**config.mk**
```make
export PLATFORM = sky130hd
export DESIGN_NAME = ssd_scan_driver_flat
export DESIGN_NICKNAME = d
export VERILOG_FILES = /design/src/rtl/ssd_pkg.sv /design/src/rtl/ssd_scan_driver_if.sv /design/src/rtl/ssd_decode.sv /design/src/rtl/ssd_scan_driver.sv /design/src/flat_wrapper.sv
export SDC_FILE = /design/constraint.sdc
export NUM_CORES = 1
export LEC_CHECK = 0
export CAP_MARGIN = 40
export CORE_MARGIN = 5
export CORE_UTILIZATION = 46
export CTS_CLUSTER_SIZE = 20
export DETAILED_ROUTE_END_ITERATION = 8
export DONT_BUFFER_PORTS = 1
export RECOVER_POWER = 50
export SLEW_MARGIN = 10
export SYNTH_ARGS = -nofsm -noshare
export SYNTH_HDL_FRONTEND = slang
export SYNTH_SLANG_ARGS = --single-unit
```
**constraint.sdc**
```tcl
create_clock -name clk -period 3.7 [get_ports clk]
set_input_delay 0.74 -clock clk [delete_from_list [all_inputs] [get_ports clk]]
set_output_delay 0.74 -clock clk [all_outputs]
set_load 0.1 [all_outputs]
```
**src/rtl/ssd_pkg.sv**
```systemverilog
// Shared constants for the seven-segment scan driver: display codes,
// active-low segment patterns and the frame-buffer entry layout.
package ssd_pkg;

   localparam logic [4:0] SSD_DASH  = 5'h0D;
   localparam logic [4:0] SSD_R     = 5'h0E;
   localparam logic [4:0] SSD_N     = 5'h0F;
   localparam logic [4:0] SSD_E     = 5'h10;
   localparam logic [4:0] SSD_F     = 5'h11;
   localparam logic [4:0] SSD_P     = 5'h12;
   localparam logic [4:0] SSD_BLANK = 5'h1F;

   localparam logic [7:0] SEG_OFF   = 8'hFF;

   // {dp,g,f,e,d,c,b,a}, active-low, dp bit held high
   localparam logic [7:0] PAT_0     = 8'hC0;
   localparam logic [7:0] PAT_1     = 8'hF9;
   localparam logic [7:0] PAT_2     = 8'hA4;
   localparam logic [7:0] PAT_3     = 8'hB0;
   localparam logic [7:0] PAT_4     = 8'h99;
   localparam logic [7:0] PAT_5     = 8'h92;
   localparam logic [7:0] PAT_6     = 8'h82;
   localparam logic [7:0] PAT_7     = 8'hF8;
   localparam logic [7:0] PAT_8     = 8'h80;
   localparam logic [7:0] PAT_9     = 8'h90;
   localparam logic [7:0] PAT_A     = 8'h88;
   localparam logic [7:0] PAT_B     = 8'h83;
   localparam logic [7:0] PAT_C     = 8'hC6;
   localparam logic [7:0] PAT_DASH  = 8'hBF;
   localparam logic [7:0] PAT_R     = 8'hAF;
   localparam logic [7:0] PAT_N     = 8'hAB;
   localparam logic [7:0] PAT_E     = 8'h86;
   localparam logic [7:0] PAT_F     = 8'h8E;
   localparam logic [7:0] PAT_P     = 8'h8C;

   typedef struct packed {
      logic [4:0] code;
      logic       dp;
   } ssd_entry_t;

   localparam ssd_entry_t ENTRY_RESET = '{code: SSD_BLANK, dp: 1'b0};

   function automatic logic [7:0] seg_pattern(input logic [4:0] code);
      logic [7:0] pat;
      case (code)
         5'h00:     pat = PAT_0;
         5'h01:     pat = PAT_1;
         5'h02:     pat = PAT_2;
         5'h03:     pat = PAT_3;
         5'h04:     pat = PAT_4;
         5'h05:     pat = PAT_5;
         5'h06:     pat = PAT_6;
         5'h07:     pat = PAT_7;
         5'h08:     pat = PAT_8;
         5'h09:     pat = PAT_9;
         5'h0A:     pat = PAT_A;
         5'h0B:     pat = PAT_B;
         5'h0C:     pat = PAT_C;
         SSD_DASH:  pat = PAT_DASH;
         SSD_R:     pat = PAT_R;
         SSD_N:     pat = PAT_N;
         SSD_E:     pat = PAT_E;
         SSD_F:     pat = PAT_F;
         SSD_P:     pat = PAT_P;
         default:   pat = SEG_OFF;
      endcase
      return pat;
   endfunction

endpackage

```
**src/rtl/ssd_scan_driver_if.sv**
```systemverilog
// Frame-buffer write port and display controls between the UI logic and
// the scan driver.
interface ssd_scan_driver_if #(
   parameter int NUM_DIGITS = 4,
   parameter int AW         = (NUM_DIGITS > 1) ? $clog2(NUM_DIGITS) : 1
);
   logic                  wr_en;
   logic [AW-1:0]         wr_addr;
   logic [4:0]            wr_code;
   logic                  wr_dp;
   logic [NUM_DIGITS-1:0] blink_mask;
   logic                  lz_en;

   modport master (
      output wr_en, wr_addr, wr_code, wr_dp, blink_mask, lz_en
   );

   modport slave (
      input wr_en, wr_addr, wr_code, wr_dp, blink_mask, lz_en
   );
endinterface

```
**src/rtl/ssd_decode.sv**
```systemverilog
// Combinational display-code to active-low seven-segment decoder
// (decimal point excluded).
module ssd_decode
   import ssd_pkg::*;
(
   input  logic [4:0] code,
   output logic [6:0] seg
);
   logic [7:0] pat;

   always_comb begin
      pat = seg_pattern(code);
      seg = pat[6:0];
   end
endmodule

```
**src/rtl/ssd_scan_driver.sv**
```systemverilog
// Time-multiplexed common-anode seven-segment driver with frame buffer,
// per-digit blink, leading-zero suppression and inter-digit blanking.
module ssd_scan_driver
   import ssd_pkg::*;
#(
   parameter int NUM_DIGITS   = 4,
   parameter int REFRESH_DIV  = 50000,
   parameter int BLANK_CYCLES = 500,
   parameter int BLINK_FRAMES = 64
) (
   input  logic                  clk,
   input  logic                  reset,
   ssd_scan_driver_if.slave      bus,
   output logic [NUM_DIGITS-1:0] an,
   output logic [7:0]            seg
);
   localparam int AW    = (NUM_DIGITS > 1) ? $clog2(NUM_DIGITS) : 1;
   localparam int PRE_W = $clog2(REFRESH_DIV);
   localparam int FRM_W = (BLINK_FRAMES > 1) ? $clog2(BLINK_FRAMES) : 1;

   ssd_entry_t            entry_reg [NUM_DIGITS];
   logic [PRE_W-1:0]      pre_reg;
   logic [AW-1:0]         idx_reg;
   logic [FRM_W-1:0]      frame_reg;
   logic                  bon_reg;
   logic [NUM_DIGITS-1:0] an_reg;
   logic [7:0]            seg_reg;

   logic                  pre_last;
   logic                  idx_last;
   logic                  frame_last;
   logic                  blank_now;
   logic [NUM_DIGITS-1:0] entry_zero;
   logic [NUM_DIGITS-1:0] lz_tail;
   logic [NUM_DIGITS-1:0] suppress;
   ssd_entry_t            cur_entry;
   logic                  cur_supp;
   logic [6:0]            cur_pat;

   assign pre_last   = (pre_reg == PRE_W'(REFRESH_DIV - 1));
   assign idx_last   = (idx_reg == AW'(NUM_DIGITS - 1));
   assign frame_last = (frame_reg == FRM_W'(BLINK_FRAMES - 1));
   assign blank_now  = (32'(pre_reg) < BLANK_CYCLES);

   // Out-of-range addresses match no entry and are dropped
   always_ff @(posedge clk or posedge reset) begin
      if (reset) begin
         for (int i = 0; i < NUM_DIGITS; i++) entry_reg[i] <= ENTRY_RESET;
      end else begin
         for (int i = 0; i < NUM_DIGITS; i++) begin
            if (bus.wr_en && (bus.wr_addr == AW'(i)))
               entry_reg[i] <= '{code: bus.wr_code, dp: bus.wr_dp};
         end
      end
   end

   always_ff @(posedge clk or posedge reset) begin
      if (reset) begin
         pre_reg   <= '0;
         idx_reg   <= '0;
         frame_reg <= '0;
         bon_reg   <= 1'b1;
      end else begin
         pre_reg <= pre_last ? '0 : pre_reg + PRE_W'(1);
         if (pre_last) begin
            idx_reg <= idx_last ? '0 : idx_reg + AW'(1);
            if (idx_last) begin
               frame_reg <= frame_last ? '0 : frame_reg + FRM_W'(1);
               if (frame_last) bon_reg <= ~bon_reg;
            end
         end
      end
   end

   // A digit is a leading zero when it and every more-significant entry are blank-zero
   genvar gi;
   generate
      for (gi = 0; gi < NUM_DIGITS; gi++) begin : g_supp
         assign entry_zero[gi] = (entry_reg[gi].code == 5'd0) && !entry_reg[gi].dp;
         assign lz_tail[gi]    = &entry_zero[NUM_DIGITS-1:gi];
         if (gi == 0) begin : g_lsd
            assign suppress[gi] = bus.blink_mask[gi] & ~bon_reg;
         end else begin : g_msd
            assign suppress[gi] = (bus.blink_mask[gi] & ~bon_reg) |
                                  (bus.lz_en & lz_tail[gi]);
         end
      end
   endgenerate

   always_comb begin
      cur_entry = entry_reg[0];
      cur_supp  = suppress[0];
      for (int i = 1; i < NUM_DIGITS; i++) begin
         if (idx_reg == AW'(i)) begin
            cur_entry = entry_reg[i];
            cur_supp  = suppress[i];
         end
      end
   end

   ssd_decode u_decode (
      .code (cur_entry.code),
      .seg  (cur_pat)
   );

   always_ff @(posedge clk or posedge reset) begin
      if (reset) begin
         an_reg  <= '1;
         seg_reg <= SEG_OFF;
      end else if (blank_now) begin
         an_reg  <= '1;
         seg_reg <= SEG_OFF;
      end else begin
         an_reg  <= ~(NUM_DIGITS'(1) << idx_reg);
         seg_reg <= cur_supp ? SEG_OFF : {~cur_entry.dp, cur_pat};
      end
   end

   assign an  = an_reg;
   assign seg = seg_reg;
endmodule

```
**src/flat_wrapper.sv**
```systemverilog
// flat-port wrapper written by rule: the top's interface ports become plain ports
module ssd_scan_driver_flat import ssd_pkg::*;
#(
   parameter int NUM_DIGITS   = 4,
   parameter int REFRESH_DIV  = 50000,
   parameter int BLANK_CYCLES = 500,
   parameter int BLINK_FRAMES = 64
)
  (clk, reset, an, seg, bus_wr_en, bus_wr_addr, bus_wr_code, bus_wr_dp, bus_blink_mask, bus_lz_en);
  ssd_scan_driver_if #(.NUM_DIGITS(NUM_DIGITS)) bus_i ();
  input  logic clk;
  input  logic reset;
  output logic [NUM_DIGITS-1:0] an;
  output logic [7:0] seg;
  input wire logic [$bits(bus_i.wr_en)-1:0] bus_wr_en;
  input wire logic [$bits(bus_i.wr_addr)-1:0] bus_wr_addr;
  input wire logic [$bits(bus_i.wr_code)-1:0] bus_wr_code;
  input wire logic [$bits(bus_i.wr_dp)-1:0] bus_wr_dp;
  input wire logic [$bits(bus_i.blink_mask)-1:0] bus_blink_mask;
  input wire logic [$bits(bus_i.lz_en)-1:0] bus_lz_en;
  assign bus_i.wr_en = bus_wr_en;
  assign bus_i.wr_addr = bus_wr_addr;
  assign bus_i.wr_code = bus_wr_code;
  assign bus_i.wr_dp = bus_wr_dp;
  assign bus_i.blink_mask = bus_blink_mask;
  assign bus_i.lz_en = bus_lz_en;
  ssd_scan_driver #(.NUM_DIGITS(NUM_DIGITS), .REFRESH_DIV(REFRESH_DIV), .BLANK_CYCLES(BLANK_CYCLES), .BLINK_FRAMES(BLINK_FRAMES)) u_core (.clk(clk), .reset(reset), .bus(bus_i), .an(an), .seg(seg));
endmodule
```
[Yosys cells after proc, flatten, opt, wreduce, memory -nomap -nowiden]
Memory sizes are Yosys's and may differ from the RTL's.
Index checks and enable logic that the tools add are counted.
Operators by class
  add/subtract/negate cells: 3
  multiplexer cells: 12
  divide/modulo/power cells: 0
  bitwise logic cells: 13
  magnitude comparators: 1
  shift-type cells: 1
  $mul: 0
  reduce and logical (&&, ||, !) cells: 18
  eq/ne operators: 8
Operators with widths (number)
  2-to-1 mux 6 bit: 4
  adder 16 x 1 -> 16 bit, second input constant: 1
  equality test 16 bit, second input constant: 1
  < comparator 16 x 9 -> 1 bit, second input constant: 1
  2-to-1 mux 16 bit: 1
  2-to-1 mux 8 bit: 2
  logical NOT 5 bit: 3
  equality test 2 bit, second input constant: 4
  bitwise AND 1 bit: 7
  logical AND 1 bit: 7
  adder 6 x 1 -> 6 bit, second input constant: 1
  equality test 6 bit, second input constant: 1
  AND reduction 3 bit: 2
  equality test 2 x 1 -> 1 bit, second input constant: 2
  2-to-1 mux 4 bit: 1
  NOT 4 bit: 1
  AND reduction 2 bit: 2
  << shifter 1 x 2 -> 4 bit, first input constant: 1
  logical NOT 1 bit: 3
  2-to-1 mux 1 bit: 3
  bitwise OR 1 bit: 3
  adder 2 x 1 -> 2 bit, second input constant: 1
  logical NOT 2 bit: 1
  2-to-1 mux 2 bit: 1
  NOT 1 bit: 2
Storage, ports and cells
  latch bits: 0
  output and inout bits: 12
  bits in registers: 61
  RAM bits: 0
  memory bits (read-only): 224
  memories kept: 1
  input bits: 16
Memory list
  (name not given): depth 32, bits a word 7, rd ports 1, clocked after Yosys merged registers in 0, wr ports 0, RTL line ssd_pkg.sv:45  | case (code)

[Logic depth before layout (Yosys ltp)]
Gate-level depths: netlist of the first run.
  depth in word-level cells: 10
  gate-level depth with buffers: 11

[Hierarchy]
A second synthesis of the first run with hierarchy kept.
Second synthesis, totals
  cell total of the unflattened synthesis: 295
  area total of the unflattened synthesis: 3251.9 um2
Modules (own cells, without submodules)
  ssd_scan_driver: instances 1, area each 2922.8 um2, cells each 249, seq. area each 1567.8 um2
  ssd_decode: instances 1, area each 329.1 um2, cells each 46, seq. area each 0.0 um2

[Worst setup path after synthesis of the first run]
No wires, ideal clock.
  kind: reg-to-reg
  start: reg u_core.idx_reg[0]
  end: reg u_core.seg_reg[0], in the netlist u_core.seg[0]
  arrival time: 2043 ps
  data required time: 3585 ps
  setup slack: 1541 ps
  path buffers: 1
  cell stages (with the launch flop): 10
  setup time: 115 ps
  cells stage by stage: dfrtp_1 -> inv_1 -> ha_1 -> buf_1 -> nor3b_1 -> a221o_1 -> inv_1 -> ha_1 -> nor3_1 -> o311ai_0
Between the ends
  longest elaborated chain between the ends: 7
Ends and longest elaborated chain
  start: declaration: RTL line ssd_scan_driver.sv:23  | logic [AW-1:0] idx_reg;
  start signal: assignment: RTL line ssd_scan_driver.sv:66  | idx_reg <= idx_last ? '0 : idx_reg + AW'(1);
  equality test 2 x 1 -> 1 bit: RTL line ssd_scan_driver.sv:94  | if (idx_reg == AW'(i)) begin
  2-to-1 mux 6 bit (3 in series): RTL line ssd_scan_driver.sv:94
  memory (32 x 7 bit)
  2-to-1 mux 8 bit *: RTL line ssd_scan_driver.sv:115  | seg_reg <= cur_supp ? SEG_OFF : {~cur_entry.dp, cur_pat};
  2-to-1 mux 8 bit *: RTL line ssd_scan_driver.sv:110  | end else if (blank_now) begin
  end signal: assignment: RTL line ssd_scan_driver.sv:115
  end: declaration: RTL line ssd_scan_driver.sv:27  | logic [7:0] seg_reg;
Every way passes the cells marked *; elsewhere a longest branch is shown, timed or not.
A chain may end at the register's enable or synchronous reset.

[Worst setup path in the final report of the first run]
Ends and elaborated chain as after synthesis.

==> results.yml, run 1 <==
routing:
  first_pass_iters: 4
  postRouteAntennaNets: 0
  drc_errors: 0
  drt_iter0_markers: 131
  totalWireLength_mm: 6.374
  drt-vias-per-instance: 5.759
  vias: 2171
  wl_per_cell_um: 16.91
logic_synthesis:
  yosys_warnings: 0
  synth_top_cell_by_area: "dfstp_2"
  synth_top_area_frac: 0.2755
  synth.distinct_cells: 50
  synth.ff_latch_count: 61
  syn_inst: 284
  synth_edf_count: 0
  syn_area_per_cell_sq_um: 11.08
  syn_area_sq_mm: 0.003147
  syn_nets: 311
  synthTopCellsByArea: "dfstp_2 28%, dfrtp_1 22%, mux2_2 8.9%, ha_1 4.4%, nand2_1 2.9%"
  async_reset_ff_frac: 1.000
  ys.flop_type: "dfstp_2"
  yosysSeqAreaShare: 0.4982
placed_design:
  dpl_cell_area_sq_mm: 0.003257
  gp_routability_congestion: 0.8309
  hpwlAfterDp_mm: 4.619
  io_buffers: 0
  pre_cts_ws_ns: 1.110
  dp_cells: 361
critical_path:
  reg2reg_depth: 7
  max_stage_delay_ns: 0.56
  rr_startpoint: "u_core.idx_reg[0]$_DFFE_PP0N_"
  start_kind: "flip-flop"
  endpoint: "u_core.seg[0]$_DFF_PP1_"
  reg2reg_to: "u_core.seg[0]$_DFF_PP1_"
  worstPathMaxFanout: 20
  crit_chain: "ha_1 > nor2_1 > a221o_1 > inv_1 > ha_1 > nor3_1 > o311ai_0"
  crit_path_end_kind: "flip-flop"
  worst-setup-path-type: "flip-flop to flip-flop"
  arrival_ns: 2.82
  regToRegSetupSlack_ns: 1.11
  cp_common_cell: "ha_1"
  crit_start: "u_core.idx_reg[0]$_DFFE_PP0N_"
  worstPathRequired_ns: 3.93
  worst_path_max_delay_cell: "ha_1"
timing:
  rsz0062_at_grt: "false"
  final_max_slew_viol_count: 40
  setup_violations: 0
  timing.final.crit_period_ns: 2.589
  slew_headroom: -0.3454
  fin_ws_ns: 1.111
  holdWs_ns: 0.2470
  tightest_slew_ns: 2.018
  period_share: 0.6999
  fmax_mhz: 386.2
  fin_tns_setup_ns: 0
  skew_ns: 0.01529
  hold_viol_final: 0
worst_hold_path:
  hold_path_class: "input port to asynchronous set/reset pin"
cells_and_area:
  drive_gt1_frac: 0.2828
  largest_register_ffs: 24
  insertedDiodeCount: 0
  fin_area_sq_mm: 0.003436
  finalCoreUtilization: 0.5114
  final_cells: 377
  syn_to_final_growth_pct: 9.185
  nets: 319
  most-common-layout-cells: "33 x dfstp_2, 28 x dfrtp_1, 25 x mux2_2"
  final_common_cell: "dfstp_2"
clock_tree:
  insertion_delay_ns: 0.35
  clockRootBuffer: "clkbuf_8"
  cts_buffer_depth: 2
  cts_tree: "done"
  postCtsHoldBufs: 0
  cts_setup_buffers: 0
  cts_num_sinks: 61
  htreeDepth: 3
  cts.repair.resized: 0
  cts_inserted_buffers: 9
  cts.clk_slew.worst_paths_ns: 0.08
power_and_ir_drop:
  powerDensity_mw_per_mm2: 468.6
  p_leak_nw: 1.423
  totalPowerFinal_mw: 1.610
  ir_drop_v: 0.0002359
outcome:
  violations: "max-capacitance violations, max-slew violations"
  status: "finished with violations"
grt:
  grt.total_usage: 0.1622
  overflow: 0
  grt_max_degree: 40
  grt_pass1_wl_mm: 10.91
  grt_pass1_vias: 2166
  antenna_found_initial: 1
die:
  core_sq_mm: 0.006719
  die_area_sq_mm: 0.008595
  initial_core_util: 0.4683
  rows: 30
  die_y_um: 92.71
  io_pins: 28
  dieWidth_um: 92.71
run:
  max_cap_viol_count: 1
==> logic make-up (layout without fill, tap and decap cells) <==
kind of cell	Yosys count	count (layout)	synth area share
compound gates	44	44	0.1014
xor+xnor	17	17	0.04732
fa+ha+maj	11	11	0.04374
buf+inv	18	31	0.02465
flops	61	61	0.4982
mux	33	33	0.1149
simple gates	100	100	0.1698
==> power by group <==
| group | total, mW | switching, mW | internal, mW |
|---|---|---|---|
| clock | 0.598 | 0.284 | 0.314 |
| combinational | 0.221 | 0.117 | 0.104 |
| sequential | 0.791 | 0.0420 | 0.749 |
| total | 1.61 | 0.443 | 1.17 |
==> final cells by class <==
class                   count  area [sq um]
clock buffers               9         123.9
repair buffers              5         30.03
flip-flops and latches     61          1568
inverters                  10         37.54
clock inverters             7         75.07
fillers                   621          3283
multi-input cells         205          1501
well taps                  80         100.1
==> worst max-delay path, delay by kind of cell (launching register included) <==
| family | cells | cell delay [ns] |
|---|---|---|
| AND/OR/NAND/NOR | 2 | 0.32 |
| flip-flops | 1 | 0.38 |
| buffers and inverters | 1 | 0.15 |
| AO/OA/AOI/OAI | 2 | 0.82 |
| adder cells (fa/ha/maj) | 2 | 0.81 |
==> metal layers <==
layer / vias to the layer above / share of wire / track usage
met5: - / 0.0011 / 0
met4: 2 / 0.019 / 0.09035
met3: 12 / 0.042 / 0.04549
met2: 48 / 0.42 / 0.2218
met1: 1074 / 0.51 / 0.2293
li1: 1035 / - / -
==> synth_stat cells (all sizes together), types with 8 or more instances <==
cell type	instances
a21oi	8
dfrtp	28
dfstp	33
ha	11
inv	10
mux2	25
mux2i	8
nand2	24
nand3	10
nor2	22
o21ai	8
xnor2	9
xor2	8
==> worst min-delay path by stage <==
stage | endpoint | slack [ns] | cells after the start
3_5_place_dp | u_core.pre_reg[0]$_DFF_PP0_ | 0.45 | 1
5_1_grt | u_core.entry_reg[18]$_DFFE_PP0P_ | 0.27 | 1
6_report | u_core.entry_reg[0]$_DFFE_PP0P_ | 0.25 | 1
3_3_place_gp | u_core.pre_reg[0]$_DFF_PP0_ | 0.44 | 1
4_1_cts | u_core.entry_reg[0]$_DFFE_PP0P_ | 0.18 | 1
2_1_floorplan | u_core.pre_reg[0]$_DFF_PP0_ | 0.43 | 1
Note: power is estimated with default switching activity, not from simulation.
==> run 2, diff against run 1 <==
Clock period 3.7 ns to 2.1 ns, I/O delays scaled along.
==> run 2 against run 1 <==
The flow now finishes without violations. Global-route usage is 0.70 points higher. Clock power is 61% higher. Setup slack worse by 1.1 ns. Worst hold slack worse by 0.025 ns. Fmax is 24% higher. Register-to-register slack worse by 1.1 ns. Critical endpoint is now u_core.seg[3]$_DFF_PP1_. Largest cell class is now multi-input gates.
==> results.yml, run 2 (synthesized netlist as in run 1, its figures left out) <==
timing:
  rsz0062_at_grt: "true"
  final_max_slew_viol_count: 0
  fmax_mhz: 478.8
  hold_viol_final: 0
  timing.final.crit_period_ns: 2.089
  setup_violations: 0
  skew_ns: 0.01305
  period_share: 0.9946
  slew_headroom: 0.03442
  fin_ws_ns: 0.01131
  tightest_slew_ns: 1.448
cells_and_area:
  final_common_cell: "dfstp_2"
  most-common-layout-cells: "33 x dfstp_2, 27 x buf_4, 26 x dfrtp_1"
  fin_area_sq_mm: 0.003809
  insertedDiodeCount: 0
  largest_register_ffs: 24
  drive_gt1_frac: 0.4259
  n_fill_cell: 564
  nets: 346
  syn_to_final_growth_pct: 21.03
  finalCoreUtilization: 0.5669
clock_tree:
  cts_buffer_depth: 2
  insertion_delay_ns: 0.34
  cts_tree: "done"
  clockRootBuffer: "clkbuf_8"
  cts_inserted_buffers: 9
  cts.clk_slew.worst_paths_ns: 0.07
  postCtsHoldBufs: 0
  htreeDepth: 3
  cts_num_sinks: 61
placed_design:
  io_buffers: 0
  pre_cts_ws_ns: -0.1893
  dpl_cell_area_sq_mm: 0.003402
  gp_routability_congestion: 0.8668
  hpwlAfterDp_mm: 4.811
grt:
  grt_max_degree: 62
  grt_pass1_vias: 2187
  antenna_found_initial: 1
  grt.total_usage: 0.1692
  grt_pass1_wl_mm: 11.30
  overflow: 0
routing:
  vias: 2267
  postRouteAntennaNets: 0
  totalWireLength_mm: 6.879
  drt_iter0_markers: 141
  first_pass_iters: 4
  drc_errors: 0
  wl_per_cell_um: 17.03
  drt-vias-per-instance: 5.611
die:
  core_sq_mm: 0.006719
  rows: 30
  die_y_um: 92.71
  die_area_sq_mm: 0.008595
  initial_core_util: 0.4683
  dieWidth_um: 92.71
  io_pins: 28
critical_path:
  worst-setup-path-type: "flip-flop to flip-flop"
  arrival_ns: 2.36
  crit_path_end_kind: "flip-flop"
  worstPathRequired_ns: 2.37
  regToRegSetupSlack_ns: 0.01
  worstPathMaxFanout: 7
  start_kind: "flip-flop"
power_and_ir_drop:
  pwr-share-clk: 0.332
  p_leak_nw: 1.566
  pwr-share-seq: 0.484
  combPwrFrac: 0.184
  ir_drop_v: 0.0005191
  powerDensity_mw_per_mm2: 761.2
  internal-power_mw: 2.087
  switching_power_mw: 0.8121
  totalPowerFinal_mw: 2.899
  switching_share: 0.2801
outcome:
  status: "completed"
worst_hold_path:
  hold_path_class: "input port to flip-flop"
run:
  max_cap_viol_count: 0
## run 2: cell types whose count changed in the layout (fill, tap and decap cells not counted), sizes merged
cell	delta
buf	+28
bufinv	-1
clkbuf	+3
clkinv	-4
clkinvlp	+2
inv	-1
## run 2: layout make-up
type / count / area, sq um / area share
multi-input combinational: 205 / 1669 / 0.4382
inverter: 10 / 37.54 / 0.009855
clock inverter: 3 / 20.02 / 0.005256
tap: 80 / 100.1 / 0.02628
timing repair buffer: 32 / 252.7 / 0.06636
sequential: 61 / 1570 / 0.4123
clock buffer: 13 / 158.9 / 0.04172
## run 2: timing repair
action,4_1_cts,5_1_grt
hold endpoints to repair,0,0
endpoints found under the setup margin,7,8
pin swaps,1,12
buffers inserted,1,7
gates resized for setup,13,30
cloned,0,0
## run 2: power groups by stage
stage / sequential (mW) / clock (mW) / combinational, mW
after floorplan: 1.38 / 0 / 0.319
after global placement: 1.42 / 0 / 0.420
after detailed placement: 1.41 / 0 / 0.429
after CTS: 1.39 / 0.984 / 0.445
after global routing: 1.42 / 1.04 / 0.585
final: 1.40 / 0.961 / 0.534
## run 2: worst max-delay path, cell delays in order, from the launching register on
cell	delay, ns
dfrtp_2	0.47
inv_2	0.10
ha_4	0.19
mux2i_1	0.09
a221o_1	0.40
buf_6	0.17
ha_4	0.26
a21oi_1	0.06
a211oi_1	0.19
o21ai_1	0.10
## run 2: routing by layer
layer  up-vias  routed length, um  global-route usage
met5         -                  7                   0
met4         2                104             0.05983
met3        16                324             0.06093
met2        51               3001              0.2350
met1      1108               3441              0.2417
li1       1090                  -                   -
## run 2: through the flow
step / cells / setup TNS [ns] / hold slack [ns]
after floorplan: 284 / 0 / 0.4251
after global placement: 380 / -0.2993 / 0.3909
after detailed placement: 380 / -0.8958 / 0.3935
after CTS: 397 / 0 / 0.01939
after global routing: 404 / -0.2249 / 0.1995
final: 404 / 0 / 0.2216
## run 2: final timing paths
check / depth (start not counted) / start / end
max: 9 / u_core.idx_reg[1]$_DFFE_PP0N_ / u_core.seg[3]$_DFF_PP1_
min: 1 / bus_wr_code[1] / u_core.entry_reg[8]$_DFFE_PP1P_
max reg2reg: 9 / u_core.idx_reg[1]$_DFFE_PP0N_ / u_core.seg[3]$_DFF_PP1_
min reg2reg: 1 / u_core.pre_reg[0]$_DFF_PP0_ / u_core.pre_reg[0]$_DFF_PP0_
max in group asynchronous: 2 / reset / u_core.idx_reg[0]$_DFFE_PP0N_
min in group asynchronous: 2 / reset / u_core.entry_reg[6]$_DFFE_PP0P_
